==> config.mk <==
export PLATFORM = sky130hd
export DESIGN_NAME = sid_envelope_flat
export DESIGN_NICKNAME = d
export VERILOG_FILES = /design/src/rtl/sid_envelope_if.sv /design/src/rtl/sid_envelope.sv /design/src/flat_wrapper.sv
export SDC_FILE = /design/constraint.sdc
export NUM_CORES = 1
export LEC_CHECK = 0
export CELL_PAD_IN_SITES_DETAIL_PLACEMENT = 1
export CELL_PAD_IN_SITES_GLOBAL_PLACEMENT = 2
export CORE_AREA = 3 3 114 116
export CTS_BUF_LIST = sky130_fd_sc_hd__clkbuf_8
export DETAILED_ROUTE_END_ITERATION = 12
export DIE_AREA = 0 0 117 119
export PLACE_DENSITY = 0.83
export SLEW_MARGIN = 10
export SYNTH_ARGS = -nofsm -noshare
export SYNTH_HDL_FRONTEND = slang
export SYNTH_SLANG_ARGS = --single-unit
==> constraint.sdc <==
create_clock -name clk -period 12.8 [get_ports clk]
set_clock_uncertainty 0.2 [all_clocks]
set_input_delay 1.28 -clock clk [delete_from_list [all_inputs] [get_ports clk]]
set_output_delay 1.28 -clock clk [all_outputs]
set_load 0.05 [all_outputs]
==> src/rtl/sid_envelope_if.sv <==
// sid_envelope_if: voice-parameter bus from the sequencer into one envelope/VCA voice.
interface sid_envelope_if;
  logic       gate;
  logic [7:0] attack_decay;
  logic [7:0] sustain_release;
  logic [7:0] audio_in;
  logic [7:0] env;
  logic [2:0] state;
  logic       busy;
  logic [7:0] audio_out;
  modport master(output gate, attack_decay, sustain_release, audio_in, input env, state, busy, audio_out);
  modport slave(input gate, attack_decay, sustain_release, audio_in, output env, state, busy, audio_out);
endinterface

==> src/rtl/sid_envelope.sv <==
// sid_envelope: ADSR envelope generator with an 8-bit VCA on the waveform sample.
module sid_envelope #(
  parameter int RATE_BASE = 16
) (
  input logic clk,
  input logic rst_n,
  sid_envelope_if.slave bus
);
  localparam int CW = $clog2(RATE_BASE) + 15;
  localparam logic [2:0] IDLE = 3'd0, ATTACK = 3'd1, DECAY = 3'd2, SUSTAIN = 3'd3, RELEASE = 3'd4;
  logic [2:0] st, nxt;
  logic [7:0] env, env_n, lvl, aout;
  logic [CW-1:0] cnt, lim;
  logic [3:0] rate;
  logic gate_q, rise, run, tick;
  assign rise = bus.gate & ~gate_q;
  assign lvl = {2{bus.sustain_release[3:0]}};
  assign rate = st == ATTACK ? bus.attack_decay[3:0] : st == DECAY ? bus.attack_decay[7:4] : bus.sustain_release[7:4];
  assign lim = (CW'(RATE_BASE) << rate) - CW'(1);
  assign run = st == ATTACK || st == DECAY || st == RELEASE;
  assign tick = run && cnt == lim;
  always_comb begin
    nxt = st;
    env_n = env;
    case (st)
      IDLE: if (rise) nxt = ATTACK;
      ATTACK:
        if (!bus.gate) nxt = RELEASE;
        else if (tick) begin
          env_n = env == 8'hff ? env : env + 8'd1;
          if (env >= 8'hfe) nxt = DECAY;
        end
      DECAY:
        if (!bus.gate) nxt = RELEASE;
        else if (env <= lvl) nxt = SUSTAIN;
        else if (tick) env_n = env - 8'd1;
      SUSTAIN: if (!bus.gate) nxt = RELEASE;
      RELEASE:
        if (rise) nxt = ATTACK;
        else if (env == 8'd0) nxt = IDLE;
        else if (tick) env_n = env - 8'd1;
      default: nxt = IDLE;
    endcase
  end
  always_ff @(posedge clk or negedge rst_n) begin
    if (!rst_n) begin
      gate_q <= 1'b0;
      st <= IDLE;
      env <= 8'd0;
      cnt <= '0;
      aout <= 8'd0;
    end else begin
      gate_q <= bus.gate;
      st <= nxt;
      env <= env_n;
      cnt <= (nxt != st || !run || tick) ? '0 : cnt + CW'(1);
      aout <= 8'((16'(bus.audio_in) * 16'(env)) >> 8);
    end
  end
  assign bus.env = env;
  assign bus.state = st;
  assign bus.busy = st != IDLE;
  assign bus.audio_out = aout;
endmodule

==> src/flat_wrapper.sv <==
// flat-port wrapper written by rule: the top's interface ports become plain ports
module sid_envelope_flat 
#(
  parameter int RATE_BASE = 16
)
  (clk, rst_n, bus_gate, bus_attack_decay, bus_sustain_release, bus_audio_in, bus_env, bus_state, bus_busy, bus_audio_out);
  sid_envelope_if bus_i ();
  input logic clk;
  input logic rst_n;
  input wire logic [$bits(bus_i.gate)-1:0] bus_gate;
  input wire logic [$bits(bus_i.attack_decay)-1:0] bus_attack_decay;
  input wire logic [$bits(bus_i.sustain_release)-1:0] bus_sustain_release;
  input wire logic [$bits(bus_i.audio_in)-1:0] bus_audio_in;
  output wire logic [$bits(bus_i.env)-1:0] bus_env;
  output wire logic [$bits(bus_i.state)-1:0] bus_state;
  output wire logic [$bits(bus_i.busy)-1:0] bus_busy;
  output wire logic [$bits(bus_i.audio_out)-1:0] bus_audio_out;
  assign bus_i.gate = bus_gate;
  assign bus_i.attack_decay = bus_attack_decay;
  assign bus_i.sustain_release = bus_sustain_release;
  assign bus_i.audio_in = bus_audio_in;
  assign bus_env = bus_i.env;
  assign bus_state = bus_i.state;
  assign bus_busy = bus_i.busy;
  assign bus_audio_out = bus_i.audio_out;
  sid_envelope #(.RATE_BASE(RATE_BASE)) u_core (.clk(clk), .rst_n(rst_n), .bus(bus_i));
endmodule
==> results_dict.tcl, run 1 <==
set metrics [dict create \
    drc 0 \
    tightest_slew_ns 0.938 \
    syn_inst 529 \
    synth_cell_types 67 \
    rsz0062_at_grt "false" \
    vias 3821 \
    finalCoreUtilization_pct 44.9 \
    slew-limit-headroom_pct 37.5 \
    setup_viol 0 \
    cp-end-kind "flip-flop" \
    synthXorXnorAreaFrac_pct 7.16 \
    cts_resized 0 \
    synth_area_leaders "dfrtp_1, fa_1, ha_1" \
    ys_ff_latch 39 \
    min_path_type "reg2reg" \
    p_leak_nw 2.66 \
    die_h_um 119 \
    cts.htree.levels 2 \
    gp_congestion 0.815 \
    max-vdd-ir-drop_v 0.0000334 \
    initial_core_util_pct 39.7 \
    syn_area_um2 4770 \
    drv_cap 0 \
    cp_top_family "adder cells" \
    grt_use_total_pct 18.0 \
    grt.overflow.total 0 \
    synth_top_area_share_pct 20.4 \
    avgSynthCellArea_um2 9.02 \
    critPathMaxStageDelay_ns 0.67 \
    drt_iter0_drc 187 \
    area_growth_syn_to_layout_pct 13.0 \
    path_buf_inv 2 \
    clock-root-buffer "clkbuf_8" \
    outcome "complete, no violations" \
    critPathMostFrequentCell "fa_1" \
    crit_required_ns 12.77 \
    clock_path_buffers 2 \
    wl_um 11600 \
    wl_per_cell_um 16.4 \
    finalCriticalPeriod_ns 6.16 \
    worst-path-max-fanout 8 \
    die-area_um2 13900 \
    yosysWarningCount 0 \
    dp_hpwl_um 9150 \
    yosys.area_share.simple_pct 22.7 \
    diodes 0 \
    pin_count 47 \
    min_period_over_period_pct 48.1 \
    first_global_vias 4213 \
    pwr_density_cell_nw_per_um2 58.3 \
    fp-row-count 40 \
    worst_ep_arrival_time_ns 6.13 \
    grt_start_max_net_pins 40 \
    antenna_found_initial 0 \
    tritoncts "built" \
    synth_compound_area_share_pct 11.8 \
    drive_gt1_share_pct 6.93 \
    yosysSeqAreaShare_pct 20.4 \
    drtAntennaViolNets 0 \
    synth_nets 641 \
    synthTopCellsByCount "inv_1, ha_1, nor2_1" \
    chipWidth_um 117 \
    cts_inserted_buffers 5 \
    crit_path_start_kind "primary input" \
    core_area_um2 12000 \
    io_buffers 46 \
    clock_latency_ns 0.30 \
    grt_pass1_wl_um 20400 \
    cts.sinks 39 \
    synthArstFlopShare_pct 100 \
    clk_pin_slew_ns 0.08 \
    vias_per_cell 5.38 \
    first_pass_iters 4 \
    maxSlewViolCount 0 \
    synthAdderAreaFrac_pct 27.9 \
    setup_tns_ns 0 \
    crit_type "in2reg" \
    yosysMostFrequentCell "inv_1" \
    synth_top_area_cell "dfrtp_1" \
    synth_top_family_by_area "adder cells" \
    finalHoldViolations 0 \
    cts_setup_buffers 0 \
    synth-edff-count 0 \
    max_freq_mhz 162 \
    crit_chain "clkdlybuf4s50_1 > nand2_1 > fa_1 > fa_1 > inv_1 > fa_1 > fa_1 > ha_1 > o21a_1 > a2111oi_0 > nor2_1 > a21o_1 > a211oi_1 > nor2_1" \
    cp_slowest_cell "clkdlybuf4s50_1" \
    synth.mux.area_fraction_pct 2.54 \
    finalNetCount 674 \
    synth_top_flop_cell "dfrtp_1" \
    postCtsHoldBufs 0 \
]
per-stage QoR:
stage               hold slack (ns)  area, µm²  total power, W  instances  setup slack (ns)
floorplan                     0.230       4770        0.000183        529              7.49
global placement              0.251       5280        0.000204        702              6.49
detailed placement            0.259       5280        0.000206        702              6.31
CTS                           0.270       5390        0.000319        710              6.62
global route                  0.286       5390        0.000331        710              6.42
finish                        0.265       5390        0.000314        710              6.64
per-layer routing:
| layer | vias up | track usage [%] | routed length, µm |
|---|---|---|---|
| met5 | - | 0 | 0 |
| met4 | 0 | 3.58 | 89 |
| met3 | 6 | 2.44 | 366 |
| met2 | 60 | 29.4 | 5560 |
| met1 | 1915 | 25.6 | 5610 |
| li1 | 1840 | - | - |
state kept, by name (all words and copies together) (netlist names):
| name | cells |
|---|---|
| u_core.bus.audio_out | 8 |
| u_core.cnt | 19 |
| u_core.bus.state | 3 |
| u_core.gate_q | 1 |
| u_core.bus.env | 8 |
logic make-up after synthesis:
| kind of cell | Yosys count |
|---|---|
| simple gates | 204 |
| fa+ha+maj | 85 |
| buf+inv | 78 |
| compound gates | 73 |
| xor+xnor | 39 |
| flops | 39 |
| mux | 11 |
report_power, final:
group	total (W)	switching, W	internal, W
Clock	0.000111	0.0000482	0.0000632
Combinational	0.0000756	0.0000451	0.0000305
Sequential	0.000128	0.00000357	0.000124
path summary, 6_finish.rpt:
kind | startpoint | to | slack [ns] | cells past startpoint
max | bus_audio_in[3] | u_core.bus.audio_out[5] | 6.64 | 14
min | u_core.cnt[0] | u_core.cnt[0] | 0.26 | 1
max reg2reg | u_core.bus.env[6] | u_core.bus.audio_out[5] | 7.57 | 13
min reg2reg | u_core.cnt[0] | u_core.cnt[0] | 0.26 | 1
max in group asynchronous | rst_n | u_core.bus.audio_out[4] | 10.90 | 1
min in group asynchronous | rst_n | u_core.cnt[8] | 0.92 | 1
placed cells by master (no fill, tap or decap), types with 16 or more instances in the layout:
| cell | count |
|---|---|
| inv_1 | 58 |
| xnor2_1 | 23 |
| nand2_1 | 48 |
| nor2_1 | 49 |
| fa_1 | 36 |
| dfrtp_1 | 39 |
| ha_1 | 49 |
| and2_1 | 40 |
| xor2_1 | 16 |
| clkdlybuf4s50_1 | 45 |
final cells by class:
class                      count  area, µm²
clock buffer                   6       82.6
clock inverter                 2       35.0
fill                        1414       6620
inverter                      58        218
multi-input combinational    412       3440
sequential                    39        976
tap                          147        184
timing repair buffer          46        455
Note: power is estimated with default switching activity, not from simulation.
==> run 2: changes to the inputs <==
- CORE_AREA: 3 3 114 116 -> 3 3 123 125
- DIE_AREA: 0 0 117 119 -> 0 0 126 128
- PLACE_DENSITY: 0.83 -> 0.76
- clock period: 12.8 -> 5.1 ns (I/O delays scaled with it)
==> results_dict.tcl, run 2 (same netlist as run 1, synthesis figures left out) <==
set metrics [dict create \
    outcome "complete, no violations" \
    cts_setup_buffers 0 \
    drtAntennaViolNets 0 \
    grt.met3_usage_pct 2.58 \
    finalHoldViolations 0 \
    grt_pass1_wl_um 21500 \
    critPathMaxStageDelay_ns 0.53 \
    clock_latency_ns 0.30 \
    tightest_slew_ns 0.939 \
    gr-usage-met2_pct 26.9 \
    clock-root-buffer "clkbuf_8" \
    pin_count 47 \
    cp_top_family "adder cells" \
    finalNetCount 701 \
    first_pass_iters 4 \
    largest_register "u_core.cnt" \
    vias 3856 \
    cts_inserted_buffers 5 \
    drive_gt1_share_pct 11.5 \
    chipWidth_um 126 \
    diodes 0 \
    antenna_found_initial 0 \
    wl_um 12300 \
    final_common_cell "inv_1" \
    busiest_layer "met2" \
    grt_start_max_net_pins 40 \
    maxSlewViolCount 0 \
    path_buf_inv 3 \
    pwr_density_cell_nw_per_um2 141 \
    max_freq_mhz 210 \
    postCtsHoldBufs 0 \
    cts.sinks 39 \
    cp_slowest_cell "fa_1" \
    final_cells 770 \
    p_leak_nw 2.85 \
    crit_type "in2reg" \
    critPathMostFrequentCell "fa_1" \
    crit_path_start_kind "primary input" \
    crit_chain "clkdlybuf4s50_1 > buf_4 > nand2_1 > fa_1 > inv_1 > fa_1 > fa_1 > fa_1 > ha_1 > or2_2 > a21oi_1 > nor2_1 > a21o_1 > a211oi_1 > nor2_1" \
    grt_use_total_pct 16.1 \
    whs_ns 0.145 \
    io_buffers 46 \
    first_global_vias 4270 \
    cp-end-kind "flip-flop" \
    drt_iter0_drc 163 \
    finalCriticalPeriod_ns 4.75 \
    worst_ep_arrival_time_ns 4.74 \
    min_period_over_period_pct 93.2 \
    slew-limit-headroom_pct 37.4 \
    area_growth_syn_to_layout_pct 18.6 \
    initial_core_util_pct 34.1 \
    min_path_type "in2async" \
    wl_per_cell_um 15.9 \
    largest_reg_flops 19 \
    dp_hpwl_um 9820 \
    gp_congestion 0.810 \
    max-vdd-ir-drop_v 0.0000886 \
    setup_viol 0 \
    rsz0062_at_grt "false" \
    use_met1_pct 22.2 \
    die-area_um2 16100 \
    fp-row-count 43 \
    cts.htree.levels 2 \
    core_area_um2 14000 \
    clock_path_buffers 2 \
    clk_pin_slew_ns 0.08 \
    final_cell_mix "inv_1, nor2_1, ha_1" \
    setup_tns_ns 0 \
    die_h_um 128 \
    drv_cap 0 \
    drc 0 \
    grt.overflow.total 0 \
    crit_required_ns 5.09 \
    regToRegSetupSlack_ns 0.42 \
    vias_per_cell 5.01 \
    placed_cells 762 \
    tritoncts "built" \
    worst-path-max-fanout 7 \
]
==> run 2: cell count changes in the layout (fill, tap and decap cells not counted), sizes merged <==
cell	previous run	this run
buf	1	28
clkdlybuf4s50	45	39
dlymetal6s2s	0	6
==> run 2: through the flow <==
step | area (µm²) | worst slack, ns | utilization, % | total power (W)
after global routing | 5660 | 0.0471 | 40.5 | 0.000842
after CTS | 5640 | 0.00764 | 40.3 | 0.000813
after detailed placement | 5520 | -0.387 | 39.5 | 0.000527
final | 5660 | 0.348 | 40.5 | 0.000797
after global placement | 5520 | -0.299 | 39.5 | 0.000524
after floorplan | 4770 | 0.0725 | - | 0.000459
==> run 2: worst register-to-register path, stage by stage (launching register included) <==
cell and delay (ns):
dfrtp_1 0.50, and2_1 0.20, ha_1 0.21, fa_1 0.48
ha_1 0.29, inv_1 0.05, fa_1 0.54, inv_1 0.05
ha_1 0.28, and3_1 0.14, a41o_1 0.25, a21oi_2 0.21
o21ai_1 0.12, a2111oi_2 0.32, buf_4 0.18, nor2_1 0.05
a21o_1 0.19, a211oi_1 0.25, nor2_1 0.07
==> run 2: cell type report <==
class                   instances  area (µm²)
clock buffers                   6        82.6
clock inverters                 2        35.0
fillers                      1644        8330
inverters                      58         218
multi-input cells             412        3450
flip-flops and latches         39         976
well taps                     180         225
repair buffers                 73         673
==> run 2: power by group <==
| part | switching (W) | leakage, nW | internal [W] |
|---|---|---|---|
| logic | 0.000115 | 2.25 | 0.0000832 |
| clock network | 0.000119 | 0.0612 | 0.000158 |
| registers | 0.00000931 | 0.540 | 0.000311 |
==> run 2: path summary, 6_finish.rpt <==
check,from,endpoint,cells past startpoint
worst max-delay path,bus_audio_in[6],u_core.bus.audio_out[5],15
worst min-delay path,rst_n,u_core.bus.audio_out[7],1
worst max register to register,u_core.bus.env[2],u_core.bus.audio_out[5],18
worst min register to register,u_core.cnt[0],u_core.cnt[0],1
max in group asynchronous,rst_n,u_core.bus.state[1],1
min in group clk,u_core.cnt[0],u_core.cnt[0],1
==> run 2: layer usage <==
metal / share of wire [%] / wire length, µm
met1: 50 / 6110
met2: 46 / 5640
met3: 2.7 / 337
met4: 1.5 / 189
met5: 0 / 0
==> run 2: what timing repair did <==
item,4_1_cts,5_1_grt
setup endpoints to repair,3,4
resized for setup,2,8
pin swaps,1,1
